--- src/rtl/im_slave_pkg.sv ---
// Shared types and encodings for the instruction-SRAM AXI read slave.
// Holds the FSM state enum and the AXI response/burst codes.
package im_slave_pkg;

  typedef enum logic {
    IDLE,
    DATA
  } state_e;

  localparam logic [1:0] RESP_OKAY   = 2'b00;
  localparam logic [1:0] BURST_FIXED = 2'b00;
  localparam logic [1:0] BURST_INCR  = 2'b01;

endpackage : im_slave_pkg

--- src/rtl/axi_burst_counter.sv ---
// Burst bookkeeping for the read slave: current word address, beat index,
// burst length and FIXED flag; produces the next address and the last-beat flag.
module axi_burst_counter #(
  parameter int LEN_W   = 4,
  parameter int SRAM_AW = 14
) (
  input  logic               clk,
  input  logic               rst_n,
  input  logic               load,
  input  logic               advance,
  input  logic [SRAM_AW-1:0] load_addr,
  input  logic [LEN_W-1:0]   load_len,
  input  logic               load_fixed,
  output logic [SRAM_AW-1:0] addr_q,
  output logic [SRAM_AW-1:0] next_addr,
  output logic               last
);

  logic [LEN_W-1:0] beat_q;
  logic [LEN_W-1:0] len_q;
  logic             fixed_q;

  // The SRAM word address wraps naturally at 2^SRAM_AW.
  assign next_addr = fixed_q ? addr_q : addr_q + SRAM_AW'(1);
  assign last      = (beat_q == len_q);

  // NOTE: state registers use non-blocking assignments so every flop samples
  // pre-edge values, independent of statement order within the block.
  always_ff @(posedge clk or negedge rst_n) begin
    if (!rst_n) begin
      addr_q  <= '0;
      beat_q  <= '0;
      len_q   <= '0;
      fixed_q <= 1'b0;
    end else if (load) begin
      addr_q  <= load_addr;
      beat_q  <= '0;
      len_q   <= load_len;
      fixed_q <= load_fixed;
    end else if (advance) begin
      addr_q  <= next_addr;
      beat_q  <= beat_q + LEN_W'(1);
    end
  end

endmodule : axi_burst_counter

--- src/rtl/im_axi_read_slave.sv ---
// AXI4 read-only slave in front of a 1-cycle-latency instruction SRAM.
// One AR burst at a time, one beat per cycle, RREADY backpressure honoured.
module im_axi_read_slave
  import im_slave_pkg::*;
#(
  parameter int ID_W    = 8,
  parameter int ADDR_W  = 32,
  parameter int DATA_W  = 32,
  parameter int LEN_W   = 4,
  parameter int SRAM_AW = 14
) (
  input  logic               ACLK,
  input  logic               ARESETn,
  input  logic [ID_W-1:0]    ARID_S,
  input  logic [ADDR_W-1:0]  ARADDR_S,
  input  logic [LEN_W-1:0]   ARLEN_S,
  input  logic [2:0]         ARSIZE_S,
  input  logic [1:0]         ARBURST_S,
  input  logic               ARVALID_S,
  output logic               ARREADY_S,
  output logic [ID_W-1:0]    RID_S,
  output logic [DATA_W-1:0]  RDATA_S,
  output logic [1:0]         RRESP_S,
  output logic               RLAST_S,
  output logic               RVALID_S,
  input  logic               RREADY_S,
  output logic               sram_CEB,
  output logic [SRAM_AW-1:0] sram_A,
  input  logic [DATA_W-1:0]  sram_DO
);

  state_e             state_q, state_d;
  logic [ID_W-1:0]    rid_q;
  logic [SRAM_AW-1:0] addr_q, next_addr;
  logic [SRAM_AW-1:0] ar_word;
  logic               last;
  logic               ar_hs, advance;

  // Transfer size is fixed at 4 bytes; byte offset and high address bits are ignored.
  logic unused_ok;
  assign unused_ok = ^{ARSIZE_S, ARADDR_S[ADDR_W-1:SRAM_AW+2], ARADDR_S[1:0]};

  assign ar_word = ARADDR_S[SRAM_AW+1:2];
  assign ar_hs   = (state_q == IDLE) && ARVALID_S;
  assign advance = (state_q == DATA) && RREADY_S && !last;

  axi_burst_counter #(
    .LEN_W   (LEN_W),
    .SRAM_AW (SRAM_AW)
  ) u_burst_counter (
    .clk        (ACLK),
    .rst_n      (ARESETn),
    .load       (ar_hs),
    .advance    (advance),
    .load_addr  (ar_word),
    .load_len   (ARLEN_S),
    .load_fixed (ARBURST_S == BURST_FIXED),
    .addr_q     (addr_q),
    .next_addr  (next_addr),
    .last       (last)
  );

  always_ff @(posedge ACLK or negedge ARESETn) begin
    if (!ARESETn) begin
      state_q <= IDLE;
      rid_q   <= '0;
    end else begin
      state_q <= state_d;
      if (ar_hs) rid_q <= ARID_S;
    end
  end

  // NOTE: every output of this block is given a default first, so no path
  // through the case statement can leave a signal unassigned and infer a latch.
  always_comb begin
    state_d   = state_q;
    ARREADY_S = 1'b0;
    RVALID_S  = 1'b0;
    RLAST_S   = 1'b0;
    sram_CEB  = 1'b1;
    sram_A    = addr_q;
    unique case (state_q)
      IDLE: begin
        ARREADY_S = 1'b1;
        sram_A    = ar_word;
        sram_CEB  = ~ARVALID_S;
        if (ARVALID_S) state_d = DATA;
      end
      DATA: begin
        RVALID_S = 1'b1;
        RLAST_S  = last;
        if (RREADY_S) begin
          if (last) begin
            state_d = IDLE;
          end else begin
            // Fetch the next beat now so it lands on RDATA the following cycle.
            sram_CEB = 1'b0;
            sram_A   = next_addr;
          end
        end
      end
      default: state_d = IDLE;
    endcase
  end

  // The SRAM holds its output while CEB is high, which keeps RDATA stable on a stall.
  assign RDATA_S = sram_DO;
  assign RID_S   = rid_q;
  assign RRESP_S = RESP_OKAY;

endmodule : im_axi_read_slave

--- config.mk ---
export PLATFORM = sky130hd
export DESIGN_NAME = im_axi_read_slave
export DESIGN_NICKNAME = d
export VERILOG_FILES = /design/src/rtl/im_slave_pkg.sv /design/src/rtl/axi_burst_counter.sv /design/src/rtl/im_axi_read_slave.sv
export SDC_FILE = /design/constraint.sdc
export NUM_CORES = 1
export LEC_CHECK = 0
export CORE_MARGIN = 4
export CORE_UTILIZATION = 32
export DETAILED_ROUTE_END_ITERATION = 12
export PLACE_DENSITY = 0.77
export SETUP_SLACK_MARGIN = 0.4
export SLEW_MARGIN = 40
export SYNTH_ARGS = -nofsm -noshare
export SYNTH_HDL_FRONTEND = slang
export SYNTH_SLANG_ARGS = --single-unit
export TNS_END_PERCENT = 5
--- constraint.sdc ---
create_clock -name ACLK -period 1.61 [get_ports ACLK]
set_input_delay 0.4025 -clock ACLK [delete_from_list [all_inputs] [get_ports ACLK]]
set_output_delay 0.4025 -clock ACLK [all_outputs]
set_load 0.01 [all_outputs]
==> results.py, run 1 <==
metrics = {
    "routing": {
        "via_count": 1972,
        "drtIter0Drc": 89,
        "via_per_inst": 4.92,
        "wl_per_cell_um": 14.7,
        "drcViolationCount": 0,
        "ant_nets": 0,
        "drt-pass1-iter-count": 4,
        "routed_wl_um": 5910,
    },
    "grt": {
        "antenna_found_initial": 0,
        "track_usage": 0.155,
        "grt_pass1_vias": 2050,
        "grt_start_max_net_pins": 33,
        "grt_pass1_wl_um": 9460,
        "grt_overflow": 0,
    },
    "clock_network": {
        "h-tree-depth": 2,
        "clockBufferDepth": 2,
        "cts.clk_slew.worst_paths_ns": 0.06,
        "cts_tree": "yes",
        "insertion_delay_ns": 0.28,
        "cts_sinks": 32,
        "cts_hold_buf": 0,
        "cts_root_buffer": "clkbuf_8",
        "cts_made_buffers": 5,
    },
    "synth": {
        "post-synth-top-area-fraction": 0.390,
        "synth_edf_count": 0,
        "async_flop_share": 1.00,
        "synthFlopType": "dfrtp_1",
        "synthDistinctLibCells": 37,
        "syn_area_per_cell_um2": 8.34,
        "seq_area_frac_synth": 0.390,
        "syn_inst": 246,
        "yosysTopAreaCell": "dfrtp_1",
        "ys_warn_count": 0,
        "synth.cell_area_um2": 2050,
        "synth.area.top_cells": "dfrtp_1 39%, buf_4 12%, nand2_1 9.3%",
        "yosys_register_bits": 32,
    },
    "final_layout": {
        "diodes": 0,
        "drive_gt1_frac": 0.408,
        "stdcell_count": 401,
        "areaGrowthSynthToFinish_pct": 52.1,
        "nNetsFinal": 413,
        "fin_util": 0.515,
    },
    "sta": {
        "skew_ns": 0.00181,
        "setup_viol": 23,
        "period_needed_ns": 2.32,
        "fin_setup_tns_ns": -10.55,
        "min_period_over_period": 1.44,
        "slew_viol_final": 0,
        "layout_setup_ws_ns": -0.705,
        "rsz0062_at_grt": "yes",
        "fmax_mhz": 432,
        "finalHoldViolations": 0,
    },
    "placed_design": {
        "dp_cells": 384,
        "io_buffers": 57,
        "gp_congestion": 0.816,
        "dp_hpwl_um": 4000,
    },
    "floorplan": {
        "die_area_um2": 7760,
        "die_h_um": 88.1,
        "ios": 145,
        "die_w_um": 88.1,
        "num_rows": 28,
        "core_area_um2": 6060,
        "initial_core_util": 0.339,
    },
    "run": {
        "drv_cap": 0,
    },
    "setup_path": {
        "crit_path_end_kind": "output pin",
        "arrival_ns": 1.91,
        "cpMaxStageDelayCell": "dfrtp_1",
        "start_kind": "register",
        "regToRegSetupSlack_ns": -0.36,
        "cp_cell_sequence": "xnor2_2 > a41oi_2 > buf_4 > nand3_2 > xor2_2 > a21oi_2 > buf_2",
        "cp_slowest_stage_delay_ns": 0.42,
        "critPathMaxFanout": 5,
        "worstPathRequired_ns": 1.21,
        "critPathKind": "register to output pin",
    },
    "pwr": {
        "ir_drop_mv": 0.876,
        "p_leak_uw": 0.00142,
        "p_per_area_nw_per_um2": 1950,
    },
    "worst_hold_path": {
        "hp-class": "register to register",
    },
    "run_status": {
        "violations": "setup timing",
        "status": "finished, violations left",
    },
}
[where the power goes]
group          switching [µW]  leakage [µW]  internal [µW]
registers                 317      0.000388           1200
clock network             285     0.0000503            380
logic                    1900      0.000981           1990
[worst max-delay path, delay by kind of cell (launching register included)]
| kind | cells | cell delay, ns |
|---|---|---|
| AO/OA/AOI/OAI | 2 | 0.40 |
| flip-flops | 1 | 0.42 |
| AND/OR/NAND/NOR | 1 | 0.11 |
| buffers and inverters | 2 | 0.34 |
| XOR/XNOR | 2 | 0.36 |
[registers in the layout, summed over array words and instances, names as in the netlist]
register,flops
RID_S,8
state_q,1
u_burst_counter.addr_q,14
u_burst_counter.beat_q,4
u_burst_counter.fixed_q,1
u_burst_counter.len_q,4
[routing by layer]
| layer | wire length, µm | GRT usage | up-vias |
|---|---|---|---|
| met2 | 3000 | 0.279 | 80 |
| li1 | - | - | 953 |
| met1 | 2350 | 0.177 | 931 |
| met4 | 37 | 0.0412 | 0 |
| met3 | 526 | 0.0499 | 8 |
| met5 | 0 | 0 | - |
[metrics by stage]
step / hold WS, ns / total power [µW] / area, µm² / setup WS (ns)
5_1_grt: 0.501 / 6530 / 3120 / -0.803
3_5_place_dp: 0.466 / 5050 / 2840 / -1.11
3_3_place_gp: 0.457 / 4990 / 2840 / -1.08
2_1_floorplan: 0.107 / 3260 / 2080 / -0.165
6_report: 0.470 / 6070 / 3120 / -0.705
4_1_cts: 0.479 / 5890 / 3040 / -0.693
[worst paths after layout]
check	endpoint	cells past startpoint	from
max	sram_A[8]	7	u_burst_counter.beat_q[1]
min	RID_S[0]	2	RID_S[0]
max reg2reg	u_burst_counter.addr_q[8]	9	u_burst_counter.beat_q[1]
min reg2reg	RID_S[0]	2	RID_S[0]
max in group asynchronous	state_q	2	ARESETn
min in group asynchronous	u_burst_counter.addr_q[3]	2	ARESETn
[area by class of cell]
| type | count | area [µm²] |
|---|---|---|
| inverter | 3 | 13.8 |
| timing repair buffer | 115 | 983 |
| clock buffer | 7 | 96.3 |
| multi-input combinational | 169 | 1130 |
| tap | 75 | 93.8 |
| fill | 545 | 2940 |
| sequential | 32 | 802 |
[what timing repair did]
item / CTS / global route
gates resized for setup: 143 / 18
setup endpoints to repair: 58 / 58
pin swaps: 24 / 13
setup buffers: 9 / 0
gates cloned: 1 / 0
[cells by family after synthesis]
| kind of cell | count (synthesis) | synth area share |
|---|---|---|
| flops | 32 | 0.390 |
| buf+inv | 46 | 0.151 |
| xor+xnor | 17 | 0.0726 |
| mux | 2 | 0.00976 |
| fa+ha+maj | 2 | 0.0122 |
| other cells | 1 | 0.00183 |
| compound gates | 44 | 0.133 |
| simple gates | 102 | 0.230 |
[synthesized netlist by cell type, types with 2 or more instances]
cell      number
inv_1          2
mux2i_1        2
ha_1           2
and2_1         2
a21oi_1       17
o21ai_0        8
xnor2_1        6
a22oi_1        7
a211oi_1       3
nor3_2         2
nor3_1         3
nor2b_1        2
nand2_1       51
nand4_1        5
clkbuf_1       7
buf_4         34
nor2_1        20
nand3_1        7
xor2_1        11
and3_1         3
dfrtp_1       32
o211ai_1       2
o22ai_1        4
[cell usage in the layout, fill, tap and decap left out, types with 3 or more instances in the layout]
master           Yosys  final
nand3_2              0      4
a21oi_1             17     10
xor2_2               0      4
clkdlybuf4s50_1      0     29
nor2_1              20     20
o21ai_1              0      4
xor2_1              11      7
dfrtp_1             32     31
nand4_1              5      5
nor3_2               2      3
nand2_2              0      3
nand2_1             51     47
nand3_1              7      3
buf_6                1     14
o22ai_1              4      4
buf_2                1     19
buf_4               34     46
xnor2_2              0      4
clkbuf_8             0      7
a22oi_1              7      7
a21oi_2              0      7
No activity file was read; power rests on OpenSTA's default activity.
==> run 2, diff against run 1 <==
Settings changed: CORE_ASPECT_RATIO set to 2, PLACE_DENSITY 0.77 to not set, PLACE_DENSITY_LB_ADDON set to 0.15.
==> run 2 against run 1 <==
Net effect: the flow still finishes with violations (setup timing); sequential share of layout area is 1.3 points lower; cell area is 5.2% higher; core utilization is 0.97 points higher; clock power is 61% higher; via count is 0.41% lower; first-iteration DRC count is 49% lower; fmax is 1.2% lower; hold slack worse by 0.0039 ns; die area is 1.0% higher.
==> results.py, run 2 (same netlist as run 1, synthesis figures left out) <==
metrics = {
    "grt": {
        "grt_pass1_wl_um": 9720,
        "grt_overflow": 0,
        "antenna_found_initial": 0,
        "grt_start_max_net_pins": 33,
        "grt_pass1_vias": 2135,
        "track_usage": 0.161,
    },
    "setup_path": {
        "r2r-start": "u_burst_counter.len_q[3]",
        "arrival_ns": 1.94,
        "start_kind": "register",
        "cp_slowest_stage_delay_ns": 0.40,
        "critPathKind": "register to output pin",
        "crit_path_end_kind": "output pin",
        "crit_start": "u_burst_counter.addr_q[0]",
        "critPathMaxFanout": 3,
        "cpMaxStageDelayCell": "dfrtp_1",
        "worstPathRequired_ns": 1.21,
        "cp_cell_sequence": "ha_2 > and4b_1 > nand4_1 > nor3_2 > mux2i_1 > nor2_1 > buf_2",
    },
    "run_status": {
        "status": "finished, violations left",
        "violations": "setup timing",
    },
    "final_layout": {
        "final_cell_mix": "50 x buf_4, 46 x nand2_1, 32 x dfrtp_1, 29 x clkdlybuf4s50_1, 21 x buf_2",
        "areaGrowthSynthToFinish_pct": 60.0,
        "nNetsFinal": 419,
        "top_register": "u_burst_counter.addr_q",
        "drive_gt1_frac": 0.429,
        "design_area_um2": 3280,
        "largest_register_ffs": 14,
        "diodes": 0,
        "final_common_cell": "buf_4",
    },
    "routing": {
        "drt-pass1-iter-count": 4,
        "drt-met1-wl_um": 2150,
        "wl_per_cell_um": 14.2,
        "routed_wl_um": 5960,
        "wl_met3_um": 238,
        "ant_nets": 0,
        "dr.max_layer_used": "met4",
        "via_count": 1964,
        "met2WireLength_um": 3410,
        "via_per_inst": 4.69,
        "drcViolationCount": 0,
        "drtIter0Drc": 45,
    },
    "sta": {
        "hold_slack_ns": 0.466,
        "skew_ns": 0.00545,
        "setup_viol": 21,
        "period_needed_ns": 2.34,
        "fin_setup_tns_ns": -10.27,
        "min_period_over_period": 1.46,
        "slew_viol_final": 0,
        "rsz0062_at_grt": "yes",
        "layout_setup_ws_ns": -0.734,
        "fmax_mhz": 427,
        "finalHoldViolations": 0,
    },
    "clock_network": {
        "h-tree-depth": 2,
        "insertion_delay_ns": 0.27,
        "cts_tree": "yes",
        "cts_root_buffer": "clkbuf_16",
        "cts_sinks": 32,
        "clockBufferDepth": 2,
        "cts.clk_slew.worst_paths_ns": 0.05,
        "cts_made_buffers": 5,
    },
    "pwr": {
        "p_per_area_nw_per_um2": 2010,
        "p_leak_uw": 0.00150,
        "finalPower_uw": 6610,
        "ir_drop_mv": 1.03,
    },
    "placed_design": {
        "dpl_cell_area_um2": 2960,
        "io_buffers": 57,
        "dp_hpwl_um": 4430,
        "gp_congestion": 0.760,
        "place_ws_ns": -1.13,
    },
    "floorplan": {
        "die_area_um2": 7840,
        "initial_core_util": 0.328,
        "core_area_um2": 6260,
        "ios": 145,
        "die_w_um": 64.6,
        "num_rows": 41,
        "die_h_um": 121,
    },
    "worst_hold_path": {
        "hp-class": "register to register",
        "min_from": "RID_S[6]",
    },
    "run": {
        "drv_cap": 0,
    },
}
[run 2: area by class of cell]
cell class / instances / area (µm²)
clock buffer: 6 / 129
clock inverter: 2 / 35.0
fill: 608 / 2980
inverter: 3 / 16.3
multi-input combinational: 169 / 1160
sequential: 32 / 801
tap: 86 / 108
timing repair buffer: 121 / 1040
[run 2: worst paths after layout]
kind,endpoint,slack [ns],cells past startpoint
hold / removal,RID_S[6],0.47,2
setup reg to reg,u_burst_counter.addr_q[5],-0.09,8
min in group asynchronous,RID_S[6],0.49,2
hold reg to reg,RID_S[6],0.47,2
max in group asynchronous,u_burst_counter.addr_q[6],0.94,2
setup / recovery,sram_A[10],-0.73,7
[run 2: through the flow]
step,util,instances
finish,0.525,419
global route,0.525,419
CTS,0.514,418
detailed placement,0.472,406
global placement,0.472,406
floorplan,-,247
[run 2: timing repair]
item	in CTS	in global routing
hold buffers	0	0
gates resized for setup	142	17
endpoints found under the setup margin	58	57
setup buffers	4	1
pin swaps	23	9
[run 2: where the power goes]
group          total [µW]  switching, µW  internal (µW)
combinational        4060           1970           2080
sequential           1480            286           1200
clock                1070            344            727
total                6610           2600           4010
[run 2: critical path: cells and delay by family, from the launching register on]
kind                       cells  cell delay (ns)
adders and majority gates      1             0.19
buffers and inverters          1             0.14
DFF                            1             0.40
muxes                          1             0.28
and+or+nand+nor                4             0.65
[run 2: per-layer routing]
metal	track usage	up-vias
li1	-	967
met3	0.0324	11
met2	0.306	49
met1	0.160	937
met4	0.0795	0
met5	0	-
==> run 3, diff against run 2 <==
Settings changed: HOLD_SLACK_MARGIN set to 0.03.
==> results of run 3 <==
The final DEF is identical to that of run 2; final timing and power are the same.
